[src/rtl/msg_receiver.sv]
// Framed message receiver: hunts for the 0x34 0x12 sync word, parses the 8-byte header,
// streams payload bytes into an external data RAM and holds the result until acknowledged.
module msg_receiver #(
  parameter int RAM_ADDR_WIDTH = 8,
  parameter int TIMEOUT_CYCLES = 1000000
) (
  input  logic                      Clock,
  input  logic                      Clear,
  input  logic [7:0]                InputByte,
  input  logic                      S2PReady,
  output logic                      RamWrite,
  output logic [RAM_ADDR_WIDTH-1:0] RamAddr,
  output logic [7:0]                RamData,
  output logic [15:0]               MsgId,
  output logic [15:0]               DataCount,
  output logic                      MsgComplete,
  input  logic                      MsgAck,
  output logic                      MsgError,
  output logic                      Overrun,
  output logic                      Busy
);

  typedef enum logic [3:0] {
    Hunt, Sync1, CountLo, CountHi, IdLo, IdHi, SeqLo, SeqHi, CheckCount, Data, Done
  } stateT;

  localparam int TimerWidth = $clog2(TIMEOUT_CYCLES + 1);
  localparam logic [TimerWidth-1:0] TimerLast = TimerWidth'(TIMEOUT_CYCLES - 1);
  localparam logic [31:0] RamDepth = 32'd1 << RAM_ADDR_WIDTH;

  stateT                   stateReg, stateNext;
  logic [TimerWidth-1:0]   timerReg;
  logic [15:0]             byteCountReg;
  logic [15:0]             msgIdReg;
  logic [RAM_ADDR_WIDTH:0] byteIdxReg;

  logic        timedState, timeout, countBad, countEmpty, lastData;
  logic        ramWriteNext, msgErrorNext, overrunNext, completeNext, latchComplete;
  logic [15:0] dataLen;

  assign dataLen    = byteCountReg - 16'd8;
  assign countBad   = (byteCountReg < 16'd8) || ((32'(byteCountReg) - 32'd8) > RamDepth);
  assign countEmpty = (byteCountReg == 16'd8);
  assign lastData   = (32'(byteIdxReg) + 32'd1) == 32'(dataLen);
  assign timedState = (stateReg inside {Sync1, CountLo, CountHi, IdLo, IdHi, SeqLo, SeqHi, Data});
  // The timer is reset by a byte in the same cycle, so an arriving byte always wins over expiry.
  assign timeout    = timedState && !S2PReady && (timerReg == TimerLast);

  always_ff @(posedge Clock or negedge Clear) begin
    if (!Clear) stateReg <= Hunt;
    else        stateReg <= stateNext;
  end

  always_comb begin
    stateNext = stateReg;
    case (stateReg)
      Hunt:       if (S2PReady && InputByte == 8'h34) stateNext = Sync1;
      Sync1: begin
        if (S2PReady) begin
          if (InputByte == 8'h12)      stateNext = CountLo;
          else if (InputByte != 8'h34) stateNext = Hunt;
        end
      end
      CountLo:    if (S2PReady) stateNext = CountHi;
      CountHi:    if (S2PReady) stateNext = IdLo;
      IdLo:       if (S2PReady) stateNext = IdHi;
      IdHi:       if (S2PReady) stateNext = SeqLo;
      SeqLo:      if (S2PReady) stateNext = SeqHi;
      SeqHi:      if (S2PReady) stateNext = CheckCount;
      CheckCount: begin
        if (countBad)        stateNext = Hunt;
        else if (countEmpty) stateNext = Done;
        else                 stateNext = Data;
      end
      Data:       if (S2PReady && lastData) stateNext = Done;
      Done:       if (MsgAck && MsgComplete) stateNext = Hunt;
      default:    stateNext = Hunt;
    endcase
    if (timeout) stateNext = Hunt;
  end

  always_comb begin
    ramWriteNext  = (stateReg == Data) && S2PReady;
    msgErrorNext  = timeout || ((stateReg == CheckCount) && countBad);
    overrunNext   = S2PReady && ((stateReg == Done) || (stateReg == CheckCount));
    latchComplete = (stateReg == Done) && !MsgComplete;
    completeNext  = (stateReg == Done) && !(MsgComplete && MsgAck);
  end

  assign Busy = (stateReg != Hunt) && (stateReg != Done);

  // The sequence number bytes are consumed by SeqLo/SeqHi but never retained.
  always_ff @(posedge Clock or negedge Clear) begin
    if (!Clear) begin
      timerReg     <= '0;
      byteCountReg <= '0;
      msgIdReg     <= '0;
      byteIdxReg   <= '0;
      RamWrite     <= 1'b0;
      RamAddr      <= '0;
      RamData      <= '0;
      MsgId        <= '0;
      DataCount    <= '0;
      MsgComplete  <= 1'b0;
      MsgError     <= 1'b0;
      Overrun      <= 1'b0;
    end else begin
      if (!timedState || S2PReady || timeout) timerReg <= '0;
      else                                     timerReg <= timerReg + TimerWidth'(1);

      if (S2PReady) begin
        case (stateReg)
          CountLo: byteCountReg[7:0]  <= InputByte;
          CountHi: byteCountReg[15:8] <= InputByte;
          IdLo:    msgIdReg[7:0]      <= InputByte;
          IdHi:    msgIdReg[15:8]     <= InputByte;
          default: ;
        endcase
      end

      if (stateReg == CheckCount) byteIdxReg <= '0;
      else if (ramWriteNext)      byteIdxReg <= byteIdxReg + 1'b1;

      RamWrite <= ramWriteNext;
      if (ramWriteNext) begin
        RamAddr <= byteIdxReg[RAM_ADDR_WIDTH-1:0];
        RamData <= InputByte;
      end

      MsgComplete <= completeNext;
      if (latchComplete) begin
        MsgId     <= msgIdReg;
        DataCount <= dataLen;
      end

      MsgError <= msgErrorNext;
      Overrun  <= overrunNext;
    end
  end

endmodule

[config.mk]
export PLATFORM = sky130hd
export DESIGN_NAME = msg_receiver
export DESIGN_NICKNAME = d
export VERILOG_FILES = /design/src/rtl/msg_receiver.sv
export SDC_FILE = /design/constraint.sdc
export NUM_CORES = 1
export LEC_CHECK = 0
export CAP_MARGIN = 20
export CELL_PAD_IN_SITES_DETAIL_PLACEMENT = 0
export CELL_PAD_IN_SITES_GLOBAL_PLACEMENT = 1
export CORE_MARGIN = 10
export CORE_UTILIZATION = 47
export CTS_CLUSTER_DIAMETER = 80
export DETAILED_ROUTE_END_ITERATION = 12
export PLACE_DENSITY_LB_ADDON = 0.1
export SLEW_MARGIN = 25
export SYNTH_ARGS = -nofsm -noshare
export SYNTH_HDL_FRONTEND = slang
export SYNTH_SLANG_ARGS = --single-unit
[constraint.sdc]
create_clock -name Clock -period 5.1 [get_ports Clock]
set_input_delay 1.02 -clock Clock [delete_from_list [all_inputs] [get_ports Clock]]
set_output_delay 1.02 -clock Clock [all_outputs]
set_load 0.005 [all_outputs]
==> out/metrics.cfg, run 1 <==
[power]
vdd.ir_drop.worst_mv = 0.340
power-per-cell-area_mw_per_mm2 = 570
p_total_mw = 3.91
p_leak_nw = 3.12

[place]
place_hpwl_mm = 9.60
io_buffers = 64
place_congestion = 0.837
detailed_place.area_sq_mm = 0.00627
placedCellCount = 740

[final_layout]
areaGrowthSynthToFinish_pct = 23.6
layout.cells.most_common = sky130_fd_sc_hd__nand2_1
post_route_cells_drive_above_1_share_pct = 12.6
layout.cells.non_filler = 772
diodes = 0
post-route-cell-area_sq_mm = 0.00685
design.final.nets = 632
final_cell_mix = sky130_fd_sc_hd__nand2_1, sky130_fd_sc_hd__dfrtp_1, sky130_fd_sc_hd__clkdlybuf4s50_1
num-fill-cells = 1008

[timing]
worst_hold_slack_ns = 0.468
worst_slew_pin_slew_ns = 0.953
timing.fmax_mhz = 307
timing.slew.headroom_pct = 36.4
timing.clock.skew_ns = 0.00406
layout_worst_path_cycle_share_pct = 63.9
slew_viol_final = 0
finalSetupViolCount = 0
final_hold_viol_count = 0
fin_setup_tns_ns = 0
rsz0062_at_grt = false
min_period_ns = 3.26

[logic_synthesis]
ys_seq_elements = 117
asyncSetResetFlopFracSynth_pct = 100
synth.lib_cells_used.distinct = 56
synthFlopType = sky130_fd_sc_hd__dfrtp_1
ys_warn_count = 0
syn_area_per_cell_sq_um = 9.94
synth.cell_area_sq_mm = 0.00555
ys_seq_area_share_pct = 52.8
total_nets_after_synthesis = 574
synth_edf_count = 0
synth_top_cell_by_area = sky130_fd_sc_hd__dfrtp_1
synthCells = 558
synth.top_cell.area_share_pct = 52.8
synth_area_leaders = sky130_fd_sc_hd__dfrtp_1, sky130_fd_sc_hd__nand2_1, sky130_fd_sc_hd__mux2_2, sky130_fd_sc_hd__nor2_1, sky130_fd_sc_hd__xor2_1

[routing]
drt-vias-per-instance = 5.44
dr.first_iter.drc_count = 206
drtAntennaViolNets = 0
wire_per_inst_um = 17.5
route.final.wire_length_mm = 13.5
remaining_drc_errors = 0
first_pass_iters = 4
routed-via-count = 4197

[worst_setup_path]
path_class = reg -> reg
start_kind = flip-flop
endpoint_kind = flip-flop
critical_path.max_fanout = 9
cp.arrival_ns = 3.56
cpMaxStageDelayCell = sky130_fd_sc_hd__or3b_2
path_delay_family = simple AND/OR/NAND/NOR gates
critical_path_buf_inv_count = 1
cp_slowest_stage_delay_ns = 0.50
worstPathCellList = inv_1 -> ha_1 -> or3b_1 -> nor3_1 -> xnor2_1 -> or3b_2 -> a41o_1 -> o21ai_2 -> o31ai_1 -> a31o_1
worstPathRequired_ns = 5.40

[clock_network]
post-cts-setup-buffer-count = 0
cts_resized = 0
cts_inserted_buffers = 17
h-tree-depth = 4
cts-root-buf = sky130_fd_sc_hd__clkbuf_16
cts-root-to-sink-buffers = 2
tritoncts = built
clkSinkCount = 117
postCtsHoldBufs = 0
clk_pin_slew_ns = 0.06
clk_latency_worst_skew_pair_ns = 0.41

[die]
floorplan.die_area_sq_mm = 0.0165
die_w_um = 129
row_cnt = 39
die_height_um = 129
design.portCount = 65
effective_utilization_at_floorplan_pct = 48.4
placeable_core_region_sq_mm = 0.0115

[flow_run]
max_cap_violations = 0

[outcome]
run_status = completed

[grt]
grt_pass1_vias = 4215
track_usage_pct = 16.7
antenna_violations_before_repair = 0
grt_pass1_wl_mm = 21.9
grt_start_max_net_pins = 82
grt_overflow_total = 0

[worst_hold_path]
min-delay-path-class = reg -> reg

-- tightest hold or removal path, cell delays in order (launching register included) --
cell                      delay [ns]
sky130_fd_sc_hd__dfrtp_1        0.34
sky130_fd_sc_hd__nand2_1        0.05
sky130_fd_sc_hd__nand2_1        0.05
-- report_power, final --
| group | total [mW] | internal, mW | switching (mW) |
|---|---|---|---|
| logic | 1.22 | 0.683 | 0.539 |
| clock network | 1.14 | 0.719 | 0.423 |
| registers | 1.54 | 1.23 | 0.312 |
| total | 3.91 | 2.63 | 1.27 |
-- worst paths after layout --
check	start	endpoint	slack [ns]	cells past startpoint
worst max-delay path	byteCountReg[3]$_DFFE_PN0P_	stateReg[3]$_DFFE_PN0P_	1.84	10
worst min-delay path	RamAddr[5]$_DFFE_PN0P_	RamAddr[5]$_DFFE_PN0P_	0.47	2
worst max register to register	byteCountReg[3]$_DFFE_PN0P_	stateReg[3]$_DFFE_PN0P_	1.84	10
worst min register to register	RamAddr[5]$_DFFE_PN0P_	RamAddr[5]$_DFFE_PN0P_	0.47	2
max in group asynchronous	Clear	MsgId[11]$_DFFE_PN0P_	3.49	2
min in group asynchronous	Clear	RamAddr[2]$_DFFE_PN0P_	0.65	1
-- logic make-up (layout without fill, tap and decap cells) --
logic type,count (synthesis),in the layout,synth area share (%)
compound gates,61,61,6.99
xor+xnor,40,40,7.33
fa+ha+maj,4,4,0.902
buf+inv,33,104,2.44
flops,117,117,52.8
mux,32,32,6.50
simple gates,271,271,23.1
-- cells in the mapped netlist (all sizes together) (2+ instances only) --
| library cell | count |
|---|---|
| a21oi | 9 |
| a31o | 2 |
| a31oi | 2 |
| and2 | 3 |
| and3 | 12 |
| and4 | 3 |
| and4b | 2 |
| buf | 6 |
| clkbuf | 21 |
| dfrtp | 117 |
| ha | 4 |
| inv | 6 |
| mux2 | 32 |
| nand2 | 134 |
| nand2b | 6 |
| nand3 | 19 |
| nand4 | 7 |
| nor2 | 46 |
| nor2b | 4 |
| nor3 | 9 |
| nor3b | 3 |
| nor4 | 4 |
| nor4b | 2 |
| o21ai | 30 |
| o31ai | 3 |
| o32a | 2 |
| o32ai | 2 |
| or2 | 3 |
| or3 | 3 |
| or3b | 3 |
| or4 | 4 |
| xnor2 | 17 |
| xnor3 | 3 |
| xor2 | 19 |
-- routing by layer --
layer	GRT usage, %	routed length (um)	vias up	share of wire, %
met4	5.96	187	0	1.4
met5	0	0	-	0
met3	5.30	689	18	5.1
met1	19.0	5700	2060	42
li1	-	-	2033	-
met2	28.7	6960	86	51
-- flip-flops by register name, indices dropped and copies added, names as in the netlist, 8 cells and up --
register,flops
MsgId,16
byteIdxReg,9
DataCount,16
RamData,8
timerReg,20
RamAddr,8
byteCountReg,16
msgIdReg,16
-- cell type report --
| cell class | count | area (sq um) | area share, % |
|---|---|---|---|
| clock buffer | 21 | 480 | 7.01 |
| clock inverter | 11 | 100 | 1.46 |
| inverter | 6 | 22.5 | 0.329 |
| multi-input combinational | 408 | 2490 | 36.3 |
| sequential | 117 | 2930 | 42.7 |
| tap | 143 | 179 | 2.61 |
| timing repair buffer | 66 | 657 | 9.59 |
-- metrics by stage --
stage / util, % / worst slack (ns)
6_report: 59.8 / 1.84
5_1_grt: 59.8 / 1.69
4_1_cts: 59.7 / 1.86
3_5_place_dp: 54.7 / 1.44
3_3_place_gp: 54.7 / 1.55
2_1_floorplan: - / 2.23
Note: power is estimated with default switching activity, not from simulation.
==> run 2, diff against run 1 <==
--- a/config.mk
+++ b/config.mk
@@ -9,7 +9,7 @@
 export CELL_PAD_IN_SITES_DETAIL_PLACEMENT = 0
 export CELL_PAD_IN_SITES_GLOBAL_PLACEMENT = 1
 export CORE_MARGIN = 10
-export CORE_UTILIZATION = 47
+export CORE_UTILIZATION = 44
 export CTS_CLUSTER_DIAMETER = 80
 export DETAILED_ROUTE_END_ITERATION = 12
 export PLACE_DENSITY_LB_ADDON = 0.1
==> constraint.sdc (replaced) <==
create_clock -name Clock -period 3.1 [get_ports Clock]
set_input_delay 0.62 -clock Clock [delete_from_list [all_inputs] [get_ports Clock]]
set_output_delay 0.62 -clock Clock [all_outputs]
set_load 0.005 [all_outputs]
==> run 2 against run 1 <==
- die area rose by 5.7%
- worst setup slack got worse by 1.7 ns
- highest routed layer unchanged
- count of clock-buffer cells in the layout rose by 3
- via count rose by 1.4%
- register-to-register slack got worse by 1.7 ns
- clock skew rose by 0.0050 ns
- global-route usage fell by 0.33 points
==> out/metrics.cfg, run 2 (synthesis results as in run 1) <==
[timing]
timing.slew.headroom_pct = 50.1
min_period_ns = 2.94
timing.clock.skew_ns = 0.00902
rsz0062_at_grt = false
worst_slew_pin_slew_ns = 0.749
final_hold_viol_count = 0
worst_slack_ns = 0.156
slew_viol_final = 0
finalSetupViolCount = 0
layout_worst_path_cycle_share_pct = 95.0
timing.fmax_mhz = 340

[worst_setup_path]
endpoint_kind = flip-flop
cp.arrival_ns = 3.24
cp_slowest_stage_delay_ns = 0.73
path_class = reg -> reg
worstPathRequired_ns = 3.40
worstPathCellList = or4_1 -> nor2_8 -> xnor3_1 -> or4_1 -> a41o_1 -> o21ai_2 -> o31ai_1 -> a31o_1
cpMaxStageDelayCell = sky130_fd_sc_hd__or4_1
critical_path.max_fanout = 6
timing.critical_path.mode_cell = sky130_fd_sc_hd__or4_1
start_kind = flip-flop

[power]
p_comb_share_pct = 32.6
share_seq_of_total_power_pct = 39.4
p_leak_nw = 3.21
vdd.ir_drop.worst_mv = 0.451
p_int_mw = 4.36
switch_share_pct = 31.5
switching_power_of_the_nets_mw = 2.01
power-per-cell-area_mw_per_mm2 = 912
clkPwrFrac_pct = 28.1

[clock_network]
clk_latency_worst_skew_pair_ns = 0.41
clk_pin_slew_ns = 0.05
tritoncts = built
cts-root-buf = sky130_fd_sc_hd__clkbuf_16
cts-root-to-sink-buffers = 2
h-tree-depth = 4
post-cts-setup-buffer-count = 0
cts_resized = 0
cts_inserted_buffers = 17
postCtsHoldBufs = 0
clkSinkCount = 117

[final_layout]
utilization_pct = 57.4
design.final.nets = 649
areaGrowthSynthToFinish_pct = 26.0
diodes = 0
layout.cells.most_common = sky130_fd_sc_hd__nand2_1
post-route-cell-area_sq_mm = 0.00699
num-fill-cells = 1069
final_cell_mix = sky130_fd_sc_hd__nand2_1, sky130_fd_sc_hd__dfrtp_1, sky130_fd_sc_hd__clkdlybuf4s50_1
post_route_cells_drive_above_1_share_pct = 14.0
top_register = timerReg
layout.cells.non_filler = 811
flip_flop_count_of_the_largest_register_all_copies_and_words_added = 20

[outcome]
run_status = completed

[place]
place_congestion = 0.871
placedCellCount = 782
dp_worst_setup_slack_ns = -0.0585
place_hpwl_mm = 9.81
detailed_place.area_sq_mm = 0.00644
io_buffers = 64

[grt]
grt_pass1_wl_mm = 23.1
grt_start_max_net_pins = 67
track_usage_pct = 16.3
antenna_violations_before_repair = 0
grt_pass1_vias = 4335
grt_overflow_total = 0

[die]
row_cnt = 40
placeable_core_region_sq_mm = 0.0122
die_w_um = 132
die_height_um = 132
design.portCount = 65
effective_utilization_at_floorplan_pct = 45.6
floorplan.die_area_sq_mm = 0.0175

[routing]
first_pass_iters = 7
wire_per_inst_um = 16.9
route.final.wire_length_mm = 13.7
drtAntennaViolNets = 0
dr.first_iter.drc_count = 246
routed-via-count = 4255
remaining_drc_errors = 0
drt-vias-per-instance = 5.25

[worst_hold_path]
min-delay-path-class = in -> async

[flow_run]
max_cap_violations = 0

run 2: area by class of cell:
cell class / count / area (sq um) / area share [%]
flip-flops and latches: 117 / 2930 / 41.9
clock inverters: 5 / 50.0 / 0.716
clock buffers: 24 / 492 / 7.04
inverters: 6 / 22.5 / 0.322
multi-input cells: 408 / 2490 / 35.7
repair buffers: 83 / 793 / 11.4
well taps: 168 / 210 / 3.01
run 2: layer usage:
metal / share of wire [%] / GRT usage, % / wire length [um]
met3: 3.9 / 4.04 / 531
met4: 1.4 / 6.48 / 195
met2: 50 / 26.9 / 6870
met1: 45 / 20.1 / 6140
met5: 0 / 0 / 0
run 2: power by group through the flow:
stage | clock [mW] | combinational [mW] | sequential (mW)
3_3_place_gp | 0 | 2.07 | 2.50
5_1_grt | 1.91 | 2.30 | 2.59
6_report | 1.79 | 2.07 | 2.51
3_5_place_dp | 0 | 2.09 | 2.53
4_1_cts | 1.83 | 2.10 | 2.51
2_1_floorplan | 0 | 1.30 | 2.37
run 2: path summary, 6_finish.rpt:
check	startpoint	cells after the start	slack, ns	endpoint
hold / removal	Clear	1	0.02	RamData[7]$_DFFE_PN0P_
setup reg to reg	byteCountReg[5]$_DFFE_PN0P_	8	0.16	stateReg[3]$_DFFE_PN0P_
max in group asynchronous	Clear	2	2.30	MsgId[0]$_DFFE_PN0P_
min in group Clock	msgIdReg[7]$_DFFE_PN0P_	2	0.46	MsgId[7]$_DFFE_PN0P_
hold reg to reg	msgIdReg[7]$_DFFE_PN0P_	2	0.46	MsgId[7]$_DFFE_PN0P_
setup / recovery	byteCountReg[5]$_DFFE_PN0P_	8	0.16	stateReg[3]$_DFFE_PN0P_
run 2: worst max-delay path, delay by kind of cell, from the launching register on:
family	cells	cell delay, ns
XOR/XNOR	1	0.30
AND/OR/NAND/NOR	3	1.31
flip-flops	1	0.44
AO/OA/AOI/OAI	4	0.79
run 2: through the flow:
stage | setup TNS (ns) | total power, mW | hold slack (ns)
2_1_floorplan | 0 | 3.67 | 0.324
3_3_place_gp | 0 | 4.57 | 0.442
3_5_place_dp | -0.0585 | 4.62 | 0.449
4_1_cts | 0 | 6.45 | 0.00781
5_1_grt | 0 | 6.81 | 0.0125
6_report | 0 | 6.37 | 0.0234
==> run 3, diff against run 2 <==
--- a/config.mk
+++ b/config.mk
@@ -10,7 +10,6 @@
 export CELL_PAD_IN_SITES_GLOBAL_PLACEMENT = 1
 export CORE_MARGIN = 10
 export CORE_UTILIZATION = 44
-export CTS_CLUSTER_DIAMETER = 80
 export DETAILED_ROUTE_END_ITERATION = 12
 export PLACE_DENSITY_LB_ADDON = 0.1
 export SLEW_MARGIN = 25
==> results of run 3 <==
Final layout, timing and power as in run 2 (identical DEF).
